File: src/rtl/serial_tx_buffered.sv
// serial_tx_buffered
//   Buffers result words from the calculator datapath in a DEPTH-entry FIFO
//   and shifts each word out on a single data line. A transmit clock is
//   produced alongside the data so the receiver can sample dout on the rising
//   edge of clk_tx_out. Words are sent back-to-back, separated by one LOAD cycle.
//
// Ports:
//   clk        - system clock, rising edge
//   reset      - synchronous, active-low reset
//   din        - word to transmit
//   din_valid  - din is offered; accepted when din_ready is also high
//   din_ready  - FIFO not full
//   freq_div   - new divider value D (0 behaves as 1)
//   config_div - load freq_div into the divider register (only honoured in IDLE)
//   busy       - transmitter active or FIFO not empty
//   dout_valid - dout carries a data bit
//   dout       - serial data
//   clk_tx_out - divided transmit clock: low D cycles, high D cycles per bit
//   fifo_count - words currently held in the FIFO
module serial_tx_buffered #(
  parameter int unsigned DATA_W    = 16,
  parameter int unsigned DEPTH     = 4,
  parameter int unsigned DIV_W     = 32,
  parameter int unsigned DIV_RST   = 4,
  parameter int unsigned MSB_FIRST = 1
) (
  input  logic                       clk,
  input  logic                       reset,
  input  logic [DATA_W-1:0]          din,
  input  logic                       din_valid,
  output logic                       din_ready,
  input  logic [DIV_W-1:0]           freq_div,
  input  logic                       config_div,
  output logic                       busy,
  output logic                       dout_valid,
  output logic                       dout,
  output logic                       clk_tx_out,
  output logic [$clog2(DEPTH+1)-1:0] fifo_count
);

  localparam int unsigned AW = $clog2(DEPTH);
  localparam int unsigned CW = $clog2(DEPTH+1);
  localparam int unsigned BW = $clog2(DATA_W);
  localparam logic [BW-1:0] LAST_BIT = BW'(DATA_W - 1);
  localparam logic [CW-1:0] FULL_CNT = CW'(DEPTH);

  typedef enum logic [1:0] {
    ST_IDLE,
    ST_LOAD,
    ST_SHIFT
  } state_e;

  state_e            state_q, state_d;
  logic [DATA_W-1:0] mem_q [DEPTH];
  logic [DATA_W-1:0] mem_d [DEPTH];
  logic [AW-1:0]     wr_ptr_q, wr_ptr_d;
  logic [AW-1:0]     rd_ptr_q, rd_ptr_d;
  logic [CW-1:0]     count_q, count_d;
  logic [DATA_W-1:0] shreg_q, shreg_d;
  logic [BW-1:0]     bit_cnt_q, bit_cnt_d;
  logic [DIV_W-1:0]  div_cnt_q, div_cnt_d;
  logic              half_q, half_d;
  logic [DIV_W-1:0]  div_q, div_d;

  logic [DIV_W-1:0]  d_eff;
  logic              push;
  logic              pop;

  always_comb begin
    state_d   = state_q;
    mem_d     = mem_q;
    wr_ptr_d  = wr_ptr_q;
    rd_ptr_d  = rd_ptr_q;
    count_d   = count_q;
    shreg_d   = shreg_q;
    bit_cnt_d = bit_cnt_q;
    div_cnt_d = div_cnt_q;
    half_d    = half_q;
    div_d     = div_q;
    pop       = 1'b0;

    // A divider of zero runs at the fastest rate, same as one.
    d_eff = (div_q == '0) ? DIV_W'(1) : div_q;
    push  = din_valid && (count_q != FULL_CNT);

    if (push) begin
      mem_d[wr_ptr_q] = din;
      wr_ptr_d        = wr_ptr_q + AW'(1);
    end

    case (state_q)
      ST_IDLE: begin
        if (config_div) begin
          div_d = freq_div;
        end
        if (count_q != '0) begin
          state_d = ST_LOAD;
        end
      end

      ST_LOAD: begin
        pop       = 1'b1;
        shreg_d   = mem_q[rd_ptr_q];
        rd_ptr_d  = rd_ptr_q + AW'(1);
        bit_cnt_d = '0;
        div_cnt_d = '0;
        half_d    = 1'b0;
        state_d   = ST_SHIFT;
      end

      ST_SHIFT: begin
        // div_cnt counts D cycles per half bit; half_q selects the high half.
        if (div_cnt_q == d_eff - DIV_W'(1)) begin
          div_cnt_d = '0;
          if (!half_q) begin
            half_d = 1'b1;
          end else begin
            half_d = 1'b0;
            if (bit_cnt_q == LAST_BIT) begin
              state_d = (count_q != '0) ? ST_LOAD : ST_IDLE;
            end else begin
              bit_cnt_d = bit_cnt_q + BW'(1);
              if (MSB_FIRST != 0) begin
                shreg_d = {shreg_q[DATA_W-2:0], 1'b0};
              end else begin
                shreg_d = {1'b0, shreg_q[DATA_W-1:1]};
              end
            end
          end
        end else begin
          div_cnt_d = div_cnt_q + DIV_W'(1);
        end
      end

      default: begin
        state_d = ST_IDLE;
      end
    endcase

    case ({push, pop})
      2'b10:   count_d = count_q + CW'(1);
      2'b01:   count_d = count_q - CW'(1);
      default: count_d = count_q;
    endcase
  end

  always_ff @(posedge clk) begin
    if (!reset) begin
      state_q   <= ST_IDLE;
      mem_q     <= '{default: '0};
      wr_ptr_q  <= '0;
      rd_ptr_q  <= '0;
      count_q   <= '0;
      shreg_q   <= '0;
      bit_cnt_q <= '0;
      div_cnt_q <= '0;
      half_q    <= 1'b0;
      div_q     <= DIV_W'(DIV_RST);
    end else begin
      state_q   <= state_d;
      mem_q     <= mem_d;
      wr_ptr_q  <= wr_ptr_d;
      rd_ptr_q  <= rd_ptr_d;
      count_q   <= count_d;
      shreg_q   <= shreg_d;
      bit_cnt_q <= bit_cnt_d;
      div_cnt_q <= div_cnt_d;
      half_q    <= half_d;
      div_q     <= div_d;
    end
  end

  always_comb begin
    din_ready  = (count_q != FULL_CNT);
    busy       = (state_q != ST_IDLE) || (count_q != '0);
    dout_valid = (state_q == ST_SHIFT);
    clk_tx_out = (state_q == ST_SHIFT) && half_q;
    if (MSB_FIRST != 0) begin
      dout = (state_q == ST_SHIFT) && shreg_q[DATA_W-1];
    end else begin
      dout = (state_q == ST_SHIFT) && shreg_q[0];
    end
    fifo_count = count_q;
  end

endmodule

File: config.mk
export PLATFORM = sky130hd
export DESIGN_NAME = serial_tx_buffered
export DESIGN_NICKNAME = d
export VERILOG_FILES = /design/src/rtl/serial_tx_buffered.sv
export SDC_FILE = /design/constraint.sdc
export NUM_CORES = 1
export LEC_CHECK = 0
export ABC_AREA = 1
export BUFFER_PORTS_ARGS = -buffer_cell sky130_fd_sc_hd__buf_2
export CAP_MARGIN = 25
export CORE_MARGIN = 2
export CORE_UTILIZATION = 60
export DETAILED_ROUTE_END_ITERATION = 12
export PLACE_DENSITY = 0.79
export SETUP_SLACK_MARGIN = 0.02
export SLEW_MARGIN = 10
export SYNTH_ARGS = -nofsm -noshare
export SYNTH_HDL_FRONTEND = slang
export SYNTH_SLANG_ARGS = --single-unit
File: constraint.sdc
create_clock -name clk -period 3.4 [get_ports clk]
set_input_delay 0.51 -clock clk [delete_from_list [all_inputs] [get_ports clk]]
set_output_delay 0.51 -clock clk [all_outputs]
set_load 0.1 [all_outputs]
## After elaboration in Yosys (flattened, before gate mapping)

Cells that the tools add are included.

| cells by class | value |
|---|---|
| $add $sub $neg | 7 |
| multiply operators | 0 |
| divide/modulo/power cells | 0 |
| $lt $le $gt $ge | 3 |
| eq/ne operators | 12 |
| shifts and indexed selects | 0 |
| multiplexer cells | 28 |
| bitwise operators | 2 |
| reductions and logical operators | 15 |

Operators by type and width:

| operator | number |
|---|---|
| $mux W16 | 6 |
| $bwmux W64 | 1 |
| $mux W32 | 2 |
| $pmux W32 S2 | 1 |
| $add A32 B1 Y32 const B | 1 |
| $bmux W16 S2 | 1 |
| $demux W16 S2 | 1 |
| $eq A32 B32 Y1 | 1 |
| $logic_not A32 Y1 | 1 |
| $pmux W16 S2 | 1 |
| $sub A32 B1 Y32 const B | 1 |
| $mux W4 | 3 |
| $mux W2 | 4 |
| $pmux W4 S2 | 1 |
| $reduce_and A4 Y1 | 2 |
| $ge A3 B3 Y1 const B | 2 |
| $ne A2 B1 Y1 const B | 3 |
| $not A2 Y3 | 2 |
| $pmux W2 S3 | 1 |
| $pmux W3 S2 | 1 |
| $reduce_bool A2 Y1 | 3 |
| $add A2 B1 Y2 const B | 2 |
| $add A4 B1 Y4 const B | 1 |
| $eq A2 B1 Y1 const B | 2 |
| other kinds (14) | 23 |

| word-level totals | value |
|---|---|
| register bits | 158 |
| bits in latches | 0 |
| memory bits (writable) | 0 |
| bits in read-only memories | 0 |
| input bits | 52 |
| output and inout port bits | 8 |
| word-level logic and storage cells | 80 |
| memories kept | 0 |

## Depth between registers and ports, before layout

| logic depth | value |
|---|---|
| depth in word-level cells | 6 |
| gate-level depth with buffers | 25 |
| mapped depth without buffers | 22 |

## Worst setup path before layout

No wires, ideal clock.

| timing path | value |
|---|---|
| kind | register to register |
| from | register count_q[2], in the netlist fifo_count[2] |
| to | register count_q[2], in the netlist fifo_count[2] |
| library setup time | 0.123 ns |
| data arrival time | 3.435 ns |
| data required time | 3.277 ns |
| slack | -0.158 ns |
| stages on the path, launching flop included | 10 |
| buffers on the path | 0 |
| cells stage by stage | dfxtp_1 > nand3_1 > nand2_1 > ha_1 > inv_1 > fa_1 > a21oi_1 > o21ai_0 > o21ai_0 > a21oi_1 |

| on the way | value |
|---|---|
| cells in the longest elaborated chain, start to end | 4 |
| elaborated cells between the ends (all ways) | 8 |

RTL lines:

| item | line | source |
|---|---|---|
| from (decl) | 58 | `logic [CW-1:0] count_q, count_d;` |
| from (signal assigned) | 164 | `count_q <= count_d;` |
| $ne A3 B3 Y1 * | n/a |  |
| net din_ready | 31 | `output logic din_ready,` |
| $logic_and A1 B1 Y1 * | 84 | `push = din_valid && (count_q != FULL_CNT);` |
| $eq A2 B1 Y1 or $eq A2 B2 Y1 (tied branches) | 140 | `case ({push, pop})` |
| $pmux W3 S2 or $reduce_bool A2 Y1 (tied branches) | n/a |  |

Mark *: on every way through the listed nets, which the timed path passes. The rest lies on a longest branch.
A chain may end at the register's enable or synchronous reset.

## Worst setup path after layout

| timing path | value |
|---|---|
| from | register div_q[25] |
| to | register state_q[0] |

| on the way | value |
|---|---|
| cells in the longest elaborated chain, start to end | 6 |

RTL lines:

| item | line | source |
|---|---|---|
| from (decl) | 63 | `logic [DIV_W-1:0] div_q, div_d;` |
| from (signal assigned) | 158 | `div_q <= DIV_W'(DIV_RST);` |
| from (signal assigned) | 169 | `div_q <= div_d;` |
| $logic_not A32 Y1 | 83 | `d_eff = (div_q == '0) ? DIV_W'(1) : div_q;` |
| $mux W32 * | 83 |  |
| $sub A32 B1 Y32 * | 113 | `if (div_cnt_q == d_eff - DIV_W'(1)) begin` |
| $eq A32 B32 Y1 * | 113 |  |
| $ne A2 B1 Y1 (no line) * | n/a |  |
| $reduce_and A4 Y1 (no line) * | n/a |  |
| to (signal assigned) | 160 | `state_q <= state_d;` |
| to (decl) | 53 | `state_e state_q, state_d;` |

Every way passes the cells marked *; elsewhere a longest branch is shown, timed or not.

==> run_results.csv <==
group,metric,value,unit
power,p_int,3.84,mW
power,power.combinational.fraction,37.2,%
setup_path,critical_path_class,"flop to flop",
logic_synthesis,synth_enable_flop_cells,0,
global_routing,initial_antenna_violation_count,0,
sta,setup_viol_count_final,0,
die,initial_core_util,62.0,%
power,power,6.55,mW
logic_synthesis,synth.avg_cell_area,6.83,sq um
finish,most-common-layout-cells,"sky130_fd_sc_hd__nand2_1 (219), sky130_fd_sc_hd__nor2_1 (168), sky130_fd_sc_hd__dfxtp_1 (148), sky130_fd_sc_hd__a21oi_1 (133), sky130_fd_sc_hd__o21ai_0 (111)",
finish,num-fill-cells,1174,
finish,num_antenna_cells,0,
route,detail_route.drc_violations,0,
cts,cts_hold_buffers,0,
cts,clock_tree.htree_level_count,4,
die,std_cell_rows,42,
cts,worst_setup_hold_path_clk_slew,0.07,ns
sta,rsz0062_at_grt,"yes",
sta,timing_max_transition_violations_final,0,
route,drt-total-wl,22600,microns
sta,maxClockFrequency,320,MHz
placed_design,post_dp_cell_area,8760,sq um
die,core_area,13400,sq um
placed_design,dp_slack,0.158,ns
global_routing,total_congestion_overflow,0,
setup_path,setup.worst_path.start_class,"flop",
logic_synthesis,yosys.cell_types.count,41,
die,die_area,14800,sq um
logic_synthesis,ys.warnings.count,0,
sta,clock-skew-final,0.00947,ns
finish,final_core_util,70.1,%
finish,num-nets-final,1324,
logic_synthesis,synth-seq-area-share,38.1,%
setup_path,required_time_of_the_worst_setup_path,3.76,ns
finish,fin_area,9390,sq um
placed_design,finalWeightedCongestion,0.980,
route,routedWlPerCell,15.6,microns
logic_synthesis,post-synth-top-area-cell,"sky130_fd_sc_hd__dfxtp_1",
power,power.leakage,3.73,nW
power,power.ir.vdd_worst,486,uV
logic_synthesis,synthesis.area,8300,sq um
sta,whs,0.305,ns
sta,fin_tns_setup,0,ns
logic_synthesis,syn-num-nets,1281,
route,dr.pass1.iters,5,
cts,cts_num_sinks,158,
power,sw_frac_of_total,41.3,%
setup_path,worst-endpoint-arrival,3.49,ns
outcome,outcome,"completed",
route,route.antenna.remaining_nets,0,
placed_design,place.port_buffers,59,
cts,cts_tree,"done",
placed_design,place_hpwl,15800,microns
power,power_switching,2.71,mW
global_routing,grt_max_degree,53,
sta,tightest_slew,0.770,ns
finish,layout-drive-gt1-share,12.7,%
die,die_height,122,microns
global_routing,vias_in_the_first_global_route,7823,
power,power_density,698,nW/um^2
sta,slew_headroom,48.6,%
worst_hold_path,hold_path.class,"primary input to flop",
cts,clk-insertion-delay-late,0.42,ns
cts,numCtsBuffers,17,
run,maxCapViolations,0,
finish,final_cells,1448,
sta,fin_ws,0.271,ns
route,route.detailed.vias_per_inst,5.63,
logic_synthesis,syn_inst,1216,
setup_path,worst_setup_path_end_kind,"flop",
logic_synthesis,post-synth-top-area-fraction,38.1,%
cts,root_buffer,"sky130_fd_sc_hd__clkbuf_16",
die,dieWidth,122,microns
global_routing,global_route.usage.total,31.2,%
die,pin_count,60,
logic_synthesis,postSynthRegisterBits,158,
power,share_clk_of_total_power,28.3,%
cts,clockBufferDepth,2,
logic_synthesis,fraction_of_registers_with_async_set_reset,0,%
route,drtIter0Drc,720,
placed_design,dpl.cell_count,1415,
global_routing,first_pass_grt_wire_length,36600,microns
sta,post-route-period-util,92.0,%
setup_path,cp_max_fo,19,
logic_synthesis,synth-main-ff-cell,"sky130_fd_sc_hd__dfxtp_1",
power,power_frac_seq,34.6,%
route,vias,8156,
sta,hold_viol_final,0,
finish,mostFrequentLayoutCell,"sky130_fd_sc_hd__nand2_1",
finish,area_growth_syn_to_layout,13.0,%
logic_synthesis,synth_area_leaders,"sky130_fd_sc_hd__dfxtp_1 (38%), sky130_fd_sc_hd__nand2_1 (9.9%), sky130_fd_sc_hd__a21oi_1 (8.0%), sky130_fd_sc_hd__nor2_1 (7.7%), sky130_fd_sc_hd__o21ai_0 (6.7%)",
sta,post-route-min-period,3.13,ns
[kinds of logic after synthesis]
logic type | share of synthesized area (%)
buffers and inverters | 8.02
adders and majority gates | 2.05
DFF | 38.1
xor gates and xnor gates | 6.54
AOI/OAI and AO/OA | 15.3
and+or+nand+nor | 30.0
[flip-flops by register name, indices dropped and copies added, names as in the netlist]
register	flops
bit_cnt_q	4
div_cnt_q	32
div_q	32
fifo_count	3
half_q	1
mem_q	64
rd_ptr_q	2
shreg_q	16
state_q	2
wr_ptr_q	2
[worst paths after layout]
kind	endpoint	slack, ns	from	cells after the start
worst max-delay path	state_q[0]	0.27	div_q[25]	23
worst min-delay path	div_q[2]	0.31	freq_div[2]	3
worst max register to register	state_q[0]	0.27	div_q[25]	23
worst min register to register	mem_q[59]	0.45	mem_q[59]	2
[timing repair]
action,in CTS,in global routing
endpoints found under the setup margin,0,53
gates resized for setup,0,18
buffers inserted,0,1
[cell type report]
| class | count | area, sq um | share of cell area, % |
|---|---|---|---|
| timing repair buffer | 88 | 533 | 5.68 |
| clock inverter | 14 | 133 | 1.41 |
| inverter | 102 | 383 | 4.08 |
| sequential | 158 | 3180 | 33.8 |
| clock buffer | 18 | 439 | 4.68 |
| tap | 176 | 220 | 2.35 |
| multi-input combinational | 892 | 4500 | 48.0 |
[power by group through the flow]
stage          sequential [mW]  clock, mW  combinational, mW
6_report                  2.27       1.85               2.43
5_1_grt                   2.29       1.94               2.69
4_1_cts                   2.25       1.87               2.38
3_5_place_dp              2.29          0               2.37
3_3_place_gp              2.28          0               2.35
2_1_floorplan             2.37          0               1.67
[worst max-delay path, cell delays in order, from the launching register on]
cell and delay [ns]:
sky130_fd_sc_hd__dfxtp_1 0.38, sky130_fd_sc_hd__nor2_2 0.07, sky130_fd_sc_hd__nand2_1 0.11, sky130_fd_sc_hd__nor2_2 0.08, sky130_fd_sc_hd__nand2_1 0.07, sky130_fd_sc_hd__nor2_1 0.04
sky130_fd_sc_hd__nor2_1 0.14, sky130_fd_sc_hd__ha_2 0.22, sky130_fd_sc_hd__nand2_2 0.11, sky130_fd_sc_hd__nor2_4 0.16, sky130_fd_sc_hd__nand4_1 0.19, sky130_fd_sc_hd__nor2_2 0.15
sky130_fd_sc_hd__xor2_1 0.14, sky130_fd_sc_hd__nand3_1 0.09, sky130_fd_sc_hd__nor2_1 0.15, sky130_fd_sc_hd__nand2_1 0.11, sky130_fd_sc_hd__nor2_4 0.13, sky130_fd_sc_hd__nand2_2 0.09
sky130_fd_sc_hd__nand2_4 0.08, sky130_fd_sc_hd__buf_6 0.18, sky130_fd_sc_hd__nand3_2 0.12, sky130_fd_sc_hd__nand2_1 0.10, sky130_fd_sc_hd__nand2_1 0.05, sky130_fd_sc_hd__nor2_1 0.09
[synth_stat cells (2+ instances only)]
master	n
sky130_fd_sc_hd__xnor2_1	19
sky130_fd_sc_hd__nor2_1	170
sky130_fd_sc_hd__clkbuf_1	46
sky130_fd_sc_hd__nor3_2	2
sky130_fd_sc_hd__buf_1	5
sky130_fd_sc_hd__a21oi_1	133
sky130_fd_sc_hd__o21bai_1	3
sky130_fd_sc_hd__nor4_1	2
sky130_fd_sc_hd__nand2_2	4
sky130_fd_sc_hd__nor3b_1	2
sky130_fd_sc_hd__inv_1	95
sky130_fd_sc_hd__nor2_2	6
sky130_fd_sc_hd__nand3_2	3
sky130_fd_sc_hd__nand2_1	219
sky130_fd_sc_hd__dfxtp_1	158
sky130_fd_sc_hd__nand4_1	42
sky130_fd_sc_hd__clkinv_1	2
sky130_fd_sc_hd__nor3_1	15
sky130_fd_sc_hd__buf_8	2
sky130_fd_sc_hd__nand3_1	90
sky130_fd_sc_hd__ha_1	12
sky130_fd_sc_hd__nor2_4	2
sky130_fd_sc_hd__o21ai_0	111
sky130_fd_sc_hd__buf_2	10
sky130_fd_sc_hd__inv_2	5
sky130_fd_sc_hd__xor2_1	43
[routing by layer]
metal,part of all wire (%),global-route usage (%),up-vias
li1,-,-,4079
met1,43,37.8,3738
met2,49,55.3,280
met3,5.2,5.43,59
met4,2.8,12.0,0
met5,0,0,-
No activity file was read; power rests on OpenSTA's default activity.
